### src/rtl/mc_ctrl_pkg.sv
// Shared constants for the multi-cycle MIPS main control FSM.
// Latency: n/a (constants only).
// Backpressure: n/a.
package mc_ctrl_pkg;

    localparam int STATE_W = 4;

    localparam logic [STATE_W-1:0] S_IDLE      = 4'd0;
    localparam logic [STATE_W-1:0] S_FETCH     = 4'd1;
    localparam logic [STATE_W-1:0] S_DECODE    = 4'd2;
    localparam logic [STATE_W-1:0] S_MEM_ADDR  = 4'd3;
    localparam logic [STATE_W-1:0] S_MEM_READ  = 4'd4;
    localparam logic [STATE_W-1:0] S_MEM_WB    = 4'd5;
    localparam logic [STATE_W-1:0] S_MEM_WRITE = 4'd6;
    localparam logic [STATE_W-1:0] S_R_EXEC    = 4'd7;
    localparam logic [STATE_W-1:0] S_R_WB      = 4'd8;
    localparam logic [STATE_W-1:0] S_I_EXEC    = 4'd9;
    localparam logic [STATE_W-1:0] S_I_WB      = 4'd10;
    localparam logic [STATE_W-1:0] S_BRANCH    = 4'd11;
    localparam logic [STATE_W-1:0] S_JUMP      = 4'd12;

    localparam logic [5:0] OP_RTYPE = 6'b000000;
    localparam logic [5:0] OP_LW    = 6'b100011;
    localparam logic [5:0] OP_SW    = 6'b101011;
    localparam logic [5:0] OP_BEQ   = 6'b000100;
    localparam logic [5:0] OP_J     = 6'b000010;
    localparam logic [5:0] OP_ADDI  = 6'b001000;
    localparam logic [5:0] OP_ANDI  = 6'b001100;
    localparam logic [5:0] OP_ORI   = 6'b001101;
    localparam logic [5:0] OP_XORI  = 6'b001110;
    localparam logic [5:0] OP_SLTI  = 6'b001010;

    localparam logic [1:0] ALUOP_ADD   = 2'b00;
    localparam logic [1:0] ALUOP_SUB   = 2'b01;
    localparam logic [1:0] ALUOP_FUNCT = 2'b10;
    localparam logic [1:0] ALUOP_IMM   = 2'b11;

    function automatic logic is_imm_op(input logic [5:0] op);
        return (op == OP_ADDI) || (op == OP_ANDI) || (op == OP_ORI) ||
               (op == OP_XORI) || (op == OP_SLTI);
    endfunction

endpackage

### src/rtl/multicycle_control.sv
// Main control FSM sequencing the shared multi-cycle MIPS datapath.
// Latency: 3 (beq/j) to 5 (lw) cycles per instruction plus one per memory wait cycle.
// Backpressure: FETCH, MEM_READ and MEM_WRITE hold with strobes asserted until mem_ready.
module multicycle_control
    import mc_ctrl_pkg::*;
#(
    parameter int STATE_W = 4
) (
    input  logic               clk,
    input  logic               rst_n,
    input  logic [5:0]         Op,
    input  logic               mem_ready,
    input  logic               zero,
    output logic               PCWrite,
    output logic               PCWriteCond,
    output logic               pc_en,
    output logic               IorD,
    output logic               MemRead,
    output logic               MemWrite,
    output logic               IRWrite,
    output logic               MemtoReg,
    output logic               RegDst,
    output logic               RegWrite,
    output logic               ALUSrcA,
    output logic [1:0]         ALUSrcB,
    output logic [1:0]         ALUOp,
    output logic [1:0]         PCSource,
    output logic               illegal_op,
    output logic [STATE_W-1:0] state
);

    logic [STATE_W-1:0] state_d;
    logic               op_legal;

    always_ff @(posedge clk or negedge rst_n) begin
        if (!rst_n) state <= S_IDLE;
        else        state <= state_d;
    end

    always_comb begin
        state_d  = S_FETCH;
        op_legal = 1'b1;
        case (state)
            S_IDLE:      state_d = S_FETCH;
            S_FETCH:     state_d = mem_ready ? S_DECODE : S_FETCH;
            S_DECODE: begin
                if (Op == OP_LW || Op == OP_SW) state_d = S_MEM_ADDR;
                else if (Op == OP_RTYPE)        state_d = S_R_EXEC;
                else if (Op == OP_BEQ)          state_d = S_BRANCH;
                else if (Op == OP_J)            state_d = S_JUMP;
                else if (is_imm_op(Op))         state_d = S_I_EXEC;
                else begin
                    state_d  = S_FETCH;
                    op_legal = 1'b0;
                end
            end
            S_MEM_ADDR: begin
                if (Op == OP_LW)      state_d = S_MEM_READ;
                else if (Op == OP_SW) state_d = S_MEM_WRITE;
                else                  state_d = S_FETCH;
            end
            S_MEM_READ:  state_d = mem_ready ? S_MEM_WB : S_MEM_READ;
            S_MEM_WRITE: state_d = mem_ready ? S_FETCH : S_MEM_WRITE;
            S_R_EXEC:    state_d = S_R_WB;
            S_I_EXEC:    state_d = S_I_WB;
            default:     state_d = S_FETCH;
        endcase
    end

    // Moore decode; mem_ready gating in FETCH and illegal_op are the only input-dependent terms.
    always_comb begin
        PCWrite     = 1'b0;
        PCWriteCond = 1'b0;
        IorD        = 1'b0;
        MemRead     = 1'b0;
        MemWrite    = 1'b0;
        IRWrite     = 1'b0;
        MemtoReg    = 1'b0;
        RegDst      = 1'b0;
        RegWrite    = 1'b0;
        ALUSrcA     = 1'b0;
        ALUSrcB     = 2'b00;
        ALUOp       = ALUOP_ADD;
        PCSource    = 2'b00;
        illegal_op  = 1'b0;
        case (state)
            S_FETCH: begin
                MemRead = 1'b1;
                ALUSrcB = 2'b01;
                IRWrite = mem_ready;
                PCWrite = mem_ready;
            end
            S_DECODE: begin
                ALUSrcB    = 2'b11;
                illegal_op = ~op_legal;
            end
            S_MEM_ADDR: begin
                ALUSrcA = 1'b1;
                ALUSrcB = 2'b10;
            end
            S_MEM_READ: begin
                MemRead = 1'b1;
                IorD    = 1'b1;
            end
            S_MEM_WB: begin
                RegWrite = 1'b1;
                MemtoReg = 1'b1;
            end
            S_MEM_WRITE: begin
                MemWrite = 1'b1;
                IorD     = 1'b1;
            end
            S_R_EXEC: begin
                ALUSrcA = 1'b1;
                ALUOp   = ALUOP_FUNCT;
            end
            S_R_WB: begin
                RegWrite = 1'b1;
                RegDst   = 1'b1;
            end
            S_I_EXEC: begin
                ALUSrcA = 1'b1;
                ALUSrcB = 2'b10;
                ALUOp   = ALUOP_IMM;
            end
            S_I_WB:      RegWrite = 1'b1;
            S_BRANCH: begin
                ALUSrcA     = 1'b1;
                ALUOp       = ALUOP_SUB;
                PCWriteCond = 1'b1;
                PCSource    = 2'b01;
            end
            S_JUMP: begin
                PCWrite  = 1'b1;
                PCSource = 2'b10;
            end
            default: ;
        endcase
    end

    assign pc_en = PCWrite | (PCWriteCond & zero);

endmodule

### config.mk
export PLATFORM = sky130hd
export DESIGN_NAME = multicycle_control
export DESIGN_NICKNAME = d
export VERILOG_FILES = /design/src/rtl/mc_ctrl_pkg.sv /design/src/rtl/multicycle_control.sv
export SDC_FILE = /design/constraint.sdc
export NUM_CORES = 1
export LEC_CHECK = 0
export CORE_ASPECT_RATIO = 1.2
export CORE_MARGIN = 3
export CORE_UTILIZATION = 30
export DETAILED_ROUTE_END_ITERATION = 10
export PLACE_DENSITY_LB_ADDON = 0.25
export SYNTH_ARGS = -nofsm -noshare
export SYNTH_HDL_FRONTEND = slang
export SYNTH_SLANG_ARGS = --single-unit
### constraint.sdc
create_clock -name clk -period 1.2 [get_ports clk]
set_input_delay 0.18 -clock clk [delete_from_list [all_inputs] [get_ports clk]]
set_output_delay 0.18 -clock clk [all_outputs]
set_load 0.02 [all_outputs]
==> results.md, run 1 <==
Status:
- The flow ran to the end, but the final reports show violations.
- The final reports fail on negative setup slack.

Cells and area:
- Registers take 105 um^2.
- The share of post-route cells with drive strength above 1 is 0.769.
- Summing all non-filler instances in the final layout gives an area of 0.00145 mm^2.
- Fill cells in the final layout number 83.
- The final instance count without filler cells is 161.
- The repair_antennas step left the layout with diodes totalling 0.
- The number of flip-flops under the largest register name is 4.
- Once layout is complete, the utilization of the core stands at 0.873.
- The largest registers in the layout are state x4.
- The area overhead of the layout relative to synthesis is 170%.
- Summing all multi-input logic gate instances after layout gives 633 um^2.
- For this run, the post-layout net count is 155.
- Ranked by flip-flop count, first place goes to state.

Logic synthesis:
- The synthesized design contains 0 enable-type register cells.
- The count of distinct cell types in the synthesized netlist is 33.
- The net count of the mapped netlist is 85.
- Counting flops and latches in the post-synthesis netlist gives 4.
- The synthesized area per cell is 7.17 um^2.
- The total standard cell area after synthesis is 538 um^2.
- In the synthesized netlist the dominant register cell turns out to be sky130_fd_sc_hd__dfrtp_1.
- For this run, the number of Yosys warnings is 0.
- The fraction of registers with async set/reset is 1.00.
- The sequential-to-total area share from yosys stat is 0.186.
- The synthesized netlist cell count is 75.

Routing:
- The count of nets left with antenna violations after detail routing is 0.
- The number of optimization iterations in the first detailed-route pass is 4.
- Summed over all layers, the routed wires come to 2800 um.
- The DRC violation count after routing is 0.
- After the first detailed-routing iteration, the DRC count stood at 3.
- The average wire length per cell after detail routing is 17.4 um.
- The via-per-instance ratio is 5.27.
- The number of vias in the routed layout is 849.

Timing:
- The slew at the pin closest to its max-slew limit is 0.284 ns.
- The final setup slack of the worst path is -0.450 ns.
- The final count of pins violating max slew is 0.
- Across the routed clock network, the largest skew measured is 0.0000798 ns.
- The number of failing hold endpoints at the final stage is 0.
- For the finished layout, the period the worst path requires is 1.65 ns.
- The smallest hold slack is 0.146 ns.
- The number of endpoints failing setup at the final stage is 22.
- Timing would allow up to 0.606 GHz.
- The share of the cycle needed by the critical path after routing is 1.38.
- Measured against its own limit, the worst slew margin works out to 0.809.
- Setup repair after global routing could not meet its margin everywhere.

CTS:
- The tree is rooted in a sky130_fd_sc_hd__clkbuf_4.
- The number of clock buffers added by TritonCTS is 3.
- CTS saw 4 sinks.
- The clock latency on the worst-skew pair is 0.24 ns.
- The H-tree depth is 1.
- Clock-pin slew was measured on the worst setup and hold paths at 0.04 ns.
- The longest clock path from root to sink contains 2 buffers.
- TritonCTS built the clock tree.

Placed design:
- Once placement finished, the instance area stood at 0.00115 mm^2.
- The number of instances in the placed design is 151.
- In this run the tool buffered the top-level ports with 31 buffer cells.
- The wire-length estimate of the detail-placed layout is 1670 um.
- The routability congestion estimate is 0.734.

Critical path:
- The worst register-to-register path begins at state[0].
- The biggest fanout along the worst timing path is 6.
- The minimum setup slack among reg-to-reg paths is -0.37 ns.
- The arrival time at the worst endpoint is 1.47 ns.
- The startpoint kind of the worst setup timing path is a register.
- The endpoint class of the critical path is a primary output.
- The number of cells on the worst reg-to-reg path is 7.
- Data on the critical path is required at its endpoint by 1.02 ns.
- The setup path with the least slack is of type register to primary output.
- In this run the critical register-to-register path is captured at state[0].

Global route:
- For this run, the total global-route usage over all layers was measured as 0.227.
- The number of antenna violations at the first check in global routing is 0.
- The global-route wire length before repair is 3830 um.
- The maximum number of pins on one net before global-route repair is 9.
- The number of global-route vias before repair is 859.
- The residual overflow from global routing is 0.

Floorplan:
- The floorplan die area is 0.00234 mm^2.
- The number of ports placed on the die boundary is 32.
- After floorplanning, the core was sized to cover 0.00166 mm^2.
- The cell row count is 16.
- For this configuration, the core starts out at a cell density of 0.324.
- The vertical die dimension is 52.4 um.
- The chip width is 44.7 um.

Pwr:
- The analysis attributes to cell leakage a power of 0.000671 uW.
- The areal power density over the cells is 1530 mW/mm^2.
- VDD sags by at most 1.16 mV.

Job:
- Max-cap violations in this run came to 0.

Min path:
- In this run the worst hold path is classified as input pin to asynchronous set/reset pin.
[layer usage]
layer  share of wire  vias up  track usage
met5               0        -            0
met4           0.018        0       0.0905
met3           0.046        7       0.0206
met2            0.59       37        0.464
met1            0.34      400        0.220
li1                -      405            -
[Yosys cell counts (2+ instances only)]
library cell	n	share of area
sky130_fd_sc_hd__buf_4	3	0.042
sky130_fd_sc_hd__a21oi_1	6	0.056
sky130_fd_sc_hd__buf_6	2	0.042
sky130_fd_sc_hd__nor2_1	11	0.077
sky130_fd_sc_hd__nand2_1	8	0.056
sky130_fd_sc_hd__nor3_1	4	0.037
sky130_fd_sc_hd__and2_1	2	0.023
sky130_fd_sc_hd__o21ai_0	3	0.028
sky130_fd_sc_hd__dfrtp_1	4	0.19
sky130_fd_sc_hd__and3b_1	2	0.033
sky130_fd_sc_hd__nand2b_1	6	0.070
sky130_fd_sc_hd__nor2b_1	3	0.035
[cell usage in the layout, fill, tap and decap left out, types with 2 or more instances in the layout]
cell / netlist / layout
sky130_fd_sc_hd__clkdlybuf4s50_1: 0 / 4
sky130_fd_sc_hd__nor2b_4: 0 / 2
sky130_fd_sc_hd__buf_2: 0 / 4
sky130_fd_sc_hd__nand2_1: 8 / 6
sky130_fd_sc_hd__nor3_2: 0 / 3
sky130_fd_sc_hd__dfrtp_2: 0 / 4
sky130_fd_sc_hd__nand2b_4: 0 / 5
sky130_fd_sc_hd__and2_4: 0 / 2
sky130_fd_sc_hd__dlygate4sd2_1: 0 / 5
sky130_fd_sc_hd__a21oi_2: 0 / 3
sky130_fd_sc_hd__buf_4: 3 / 24
sky130_fd_sc_hd__nor2_2: 0 / 2
sky130_fd_sc_hd__clkbuf_4: 0 / 3
sky130_fd_sc_hd__nand2_2: 1 / 3
sky130_fd_sc_hd__nor2_4: 0 / 4
sky130_fd_sc_hd__buf_6: 2 / 32
sky130_fd_sc_hd__and3b_2: 0 / 2
sky130_fd_sc_hd__nor2_1: 11 / 5
sky130_fd_sc_hd__a21oi_1: 6 / 2
[stage by stage]
step	worst slack [ns]	setup TNS (ns)	total power, uW
after global placement	-0.846	-11.15	1550
after CTS	-0.406	-5.77	1960
after detailed placement	-0.903	-11.64	1580
final	-0.450	-6.80	2230
after floorplan	-0.276	-1.73	931
after global routing	-0.495	-7.56	2320
[worst max-delay path, stage by stage (launching register included)]
cell and delay (ns):
sky130_fd_sc_hd__dfrtp_2 0.46, sky130_fd_sc_hd__buf_6 0.15, sky130_fd_sc_hd__nor2_4 0.12, sky130_fd_sc_hd__nand3_4 0.11, sky130_fd_sc_hd__o21bai_4 0.15, sky130_fd_sc_hd__a21o_1 0.13, sky130_fd_sc_hd__buf_6 0.12
[final cells by class]
class,instances,area share
Timing Repair Buffer,70,0.458
Clock buffer,3,0.0155
Multi-Input combinational cell,65,0.436
Tap cell,18,0.0155
Sequential cell,4,0.0724
Inverter,1,0.00259
[power breakdown]
part | switching (uW) | internal, uW
Clock | 67.0 | 113
Combinational | 856 | 936
Sequential | 81.1 | 175
[worst max-delay path by stage]
stage / endpoint / cells past startpoint / slack, ns / start
2_1_floorplan: pc_en / 5 / -0.28 / state[3]
3_5_place_dp: illegal_op / 6 / -0.90 / Op[2]
3_3_place_gp: illegal_op / 6 / -0.85 / Op[2]
5_1_grt: pc_en / 6 / -0.50 / state[3]
4_1_cts: MemWrite / 5 / -0.41 / state[0]
6_report: pc_en / 6 / -0.45 / state[3]
[repair_timing]
item	CTS	global route
setup endpoints to repair	26	23
gates resized for setup	161	21
pin swaps	17	10
buffers inserted	3	5
hold buffers	0	0
[cells by family after synthesis]
family / synth area share
and+or+nand+nor: 0.444
AOI/OAI and AO/OA: 0.263
buffers and inverters: 0.0907
DFF: 0.186
xor gates and xnor gates: 0.0163
No activity file was read; power rests on OpenSTA's default activity.
==> run 2: changes to the inputs <==
CELL_PAD_IN_SITES_DETAIL_PLACEMENT = 0   (was unset)
CELL_PAD_IN_SITES_GLOBAL_PLACEMENT = 1   (was unset)
CORE_UTILIZATION = 26   (was 30)
clock period = 2.1 ns   (was 1.2 ns; I/O delays follow)
==> run 2 against run 1 <==
Compared with the run above: the flow now finishes without violations; first-iteration DRC count grew to 2.7 times the previous value; register-to-register slack better by 1.0 ns; clock skew is 0.0033 ns higher; sequential power is 50% lower; clock-buffer cell count stayed put; design area is 34% lower; flip-flop and latch count stayed put; combinational power is 68% lower; critical endpoint is now PCSource[0]; largest power group unchanged.
==> results.md, run 2 (synthesized netlist as in run 1, its figures left out) <==
Global route:
- The number of antenna violations at the first check in global routing came to 0 (unchanged).
- The residual overflow from global routing is 0 (unchanged).
- The maximum number of pins on one net before global-route repair is 12 (+3).
- The global-route wire length before repair was 2530 um (-34%).
- The total routing usage reported by global routing is 0.130 (-0.0976).
- The number of global-route vias before repair is 630 (-27%).

Floorplan:
- The core box area is 0.00189 mm^2 (+14%).
- The cell row count is 17 (+1).
- The chip width is 47.5 um (+6.4%).
- The number of ports placed on the die boundary was 32 (unchanged).
- The initial cell density of the core is 0.284 (-0.0396).
- The floorplan die area is 0.00265 mm^2 (+13%).
- The vertical die dimension is 55.8 um (+6.6%).

Job:
- The max-capacitance violation count is 0 (unchanged).

Routing:
- The average wire length per cell after detail routing was 11.5 um (-34%).
- The routed wire length came to 1590 um (-43%).
- The number of vias in the routed layout is 702 (-17%).
- The via-per-instance ratio is 5.09 (-3.5%).
- The number of design-rule violations left by the first detailed-router iteration is 8 (+5).
- The DRC violation count after routing is 0 (unchanged).
- The count of nets left with antenna violations after detail routing is 0 (unchanged).
- The number of optimization iterations in the first detailed-route pass is 4 (unchanged).

Cells and area:
- The final core area utilization came to 0.508 (-0.366).
- The largest registers in the layout are state x4.
- The library cells used most frequently in the layout, excluding fill and tap cells, are sky130_fd_sc_hd__clkdlybuf4s50_1, sky130_fd_sc_hd__buf_4, sky130_fd_sc_hd__nor2_1, sky130_fd_sc_hd__dlygate4sd2_1, sky130_fd_sc_hd__nand2_1.
- Counting flops per register, the top entry is state.
- The area overhead of the layout relative to synthesis is 78.6%.
- The share of post-route cells with drive strength above 1 is 0.227 (-0.542).
- The total inserted antenna cells was 0 (unchanged).
- The number of flip-flops under the largest register name is 4 (unchanged).
- The leading cell type in the layout, fill and taps excluded is sky130_fd_sc_hd__clkdlybuf4s50_1.
- The final instance area was 961 um^2 (-34%).
- The final-stage net count is 131 (-15%).
- The layout filler cell count is 197 (+140%).

Pwr:
- The power consumption is 796 uW (-64%).
- The total leakage power is 0.000489 uW (-27%).
- The maximum VDD drop was 0.333 mV (-71%).
- The areal power density over the cells is 828 mW/mm^2 (-46%).

Timing:
- The final setup slack of the worst path came to 0.0725 ns (+0.523 ns).
- Setup repair after global routing left no endpoint under its margin.
- Based on the critical path, the design can be clocked at up to 0.493 GHz.
- The total negative slack is 0 ns (+6.80 ns).
- The number of failing hold endpoints at the final stage is 0 (unchanged).
- The final count of pins violating max slew came to 0 (unchanged).
- The clock period minus worst slack is 2.03 ns.
- The slew at the pin closest to its max-slew limit was 0.319 ns (+0.0356 ns).
- The setup skew after layout came to 0.00341 ns (+0.00333 ns).
- The remaining max-slew budget at the tightest pin came to 0.787 (-0.0222).
- The share of the cycle needed by the critical path after routing is 0.965.
- The number of endpoints failing setup at the final stage is 0 (-100%).

CTS:
- The clock buffer count from CTS is 3 (unchanged).
- The largest buffer count on any clock path was 2 (unchanged).
- The clock latency on the worst-skew pair was 0.23 ns (about the same).
- The clock net sink count is 4 (unchanged).
- The number of buffers inserted by hold repair at cts is 0 (unchanged).
- The root buffer cell chosen for the clock tree is sky130_fd_sc_hd__clkbuf_4.
- The CTS tree is yes.
- The clock-pin slew on the worst setup and hold paths is 0.04 ns (about the same).
- The H-tree depth was 1 (unchanged).

Status:
- The run finished with clean final reports.

Placed design:
- The count of port buffers added during placement is 31 (unchanged).
- The HPWL after detailed placement was 1340 um (-20%).
- The placed standard-cell area is 940 um^2 (-18%).
- The post-placement setup slack came to -0.223 ns (+0.680 ns).
- The routability congestion estimate came to 0.711 (-3.2%).

Critical path:
- The biggest fanout along the worst timing path is 11 (+5).
- The startpoint-to-endpoint class of the critical path is register to primary output.
- The startpoint kind of the worst setup timing path is a register.
- The arrival time at the worst endpoint is 1.71 ns (+0.24 ns).
- The data required time at the worst endpoint came to 1.78 ns (+0.76 ns).
- The endpoint class of the critical path is a primary output.

Min path:
- The path class of the tightest hold or removal check is input pin to asynchronous set/reset pin.
run 2: cell count changes in the layout (fill, tap and decap cells not counted), sizes merged:
| cell | delta |
|---|---|
| clkdlybuf4s50 | +13 |
| dlygate4sd2 | +6 |
| buf | -46 |
| dlymetal6s2s | +3 |
run 2: worst max-delay path, cell delays in order, from the launching register on:
cell                              delay [ns]
sky130_fd_sc_hd__dfrtp_2                0.47
sky130_fd_sc_hd__and3b_1                0.24
sky130_fd_sc_hd__and2_1                 0.16
sky130_fd_sc_hd__clkdlybuf4s50_1        0.61
run 2: cell type report:
class                      count  area [um^2]  share of cell area
inverter                       1         3.75             0.00391
sequential                     4          103               0.107
clock buffer                   3         22.5              0.0234
tap                           19         23.8              0.0247
timing repair buffer          46          417               0.434
multi-input combinational     65          392               0.408
run 2: final timing paths:
check,to,slack (ns),start,cells after the start
setup / recovery,PCSource[0],0.07,state[2],3
hold / removal,state[0],0.28,rst_n,1
setup reg to reg,state[1],0.66,state[3],5
hold reg to reg,state[0],0.75,state[2],2
max in group asynchronous,state[2],1.64,rst_n,1
min in group clk,state[0],0.75,state[2],2
run 2: where the power goes:
part / total, uW / leakage (uW) / internal [uW] / switching [uW]
registers: 129 / 0.0000481 / 96.8 / 32.5
clock network: 92.3 / 0.0000138 / 63.7 / 28.6
logic: 574 / 0.000427 / 274 / 300
total: 796 / 0.000489 / 435 / 361
run 2: through the flow:
stage | hold slack (ns) | cells
finish | 0.279 | 138
global route | 0.285 | 138
CTS | 0.276 | 138
detailed placement | 0.523 | 135
global placement | 0.521 | 135
floorplan | 0.0194 | 75
run 2: timing repair:
item                       4_1_cts  5_1_grt
resized for setup               15        3
hold endpoints to repair         0        0
setup endpoints to repair       11        3
buffers inserted                 0        0
run 2: routing by layer:
layer | vias up | part of all wire | wire length, um | GRT usage
met5 | - | 0 | 0 | 0
met4 | 0 | 0.023 | 36 | 0.0830
met3 | 4 | 0.061 | 97 | 0
met2 | 25 | 0.54 | 850 | 0.232
met1 | 318 | 0.38 | 604 | 0.137
li1 | 355 | - | - | -
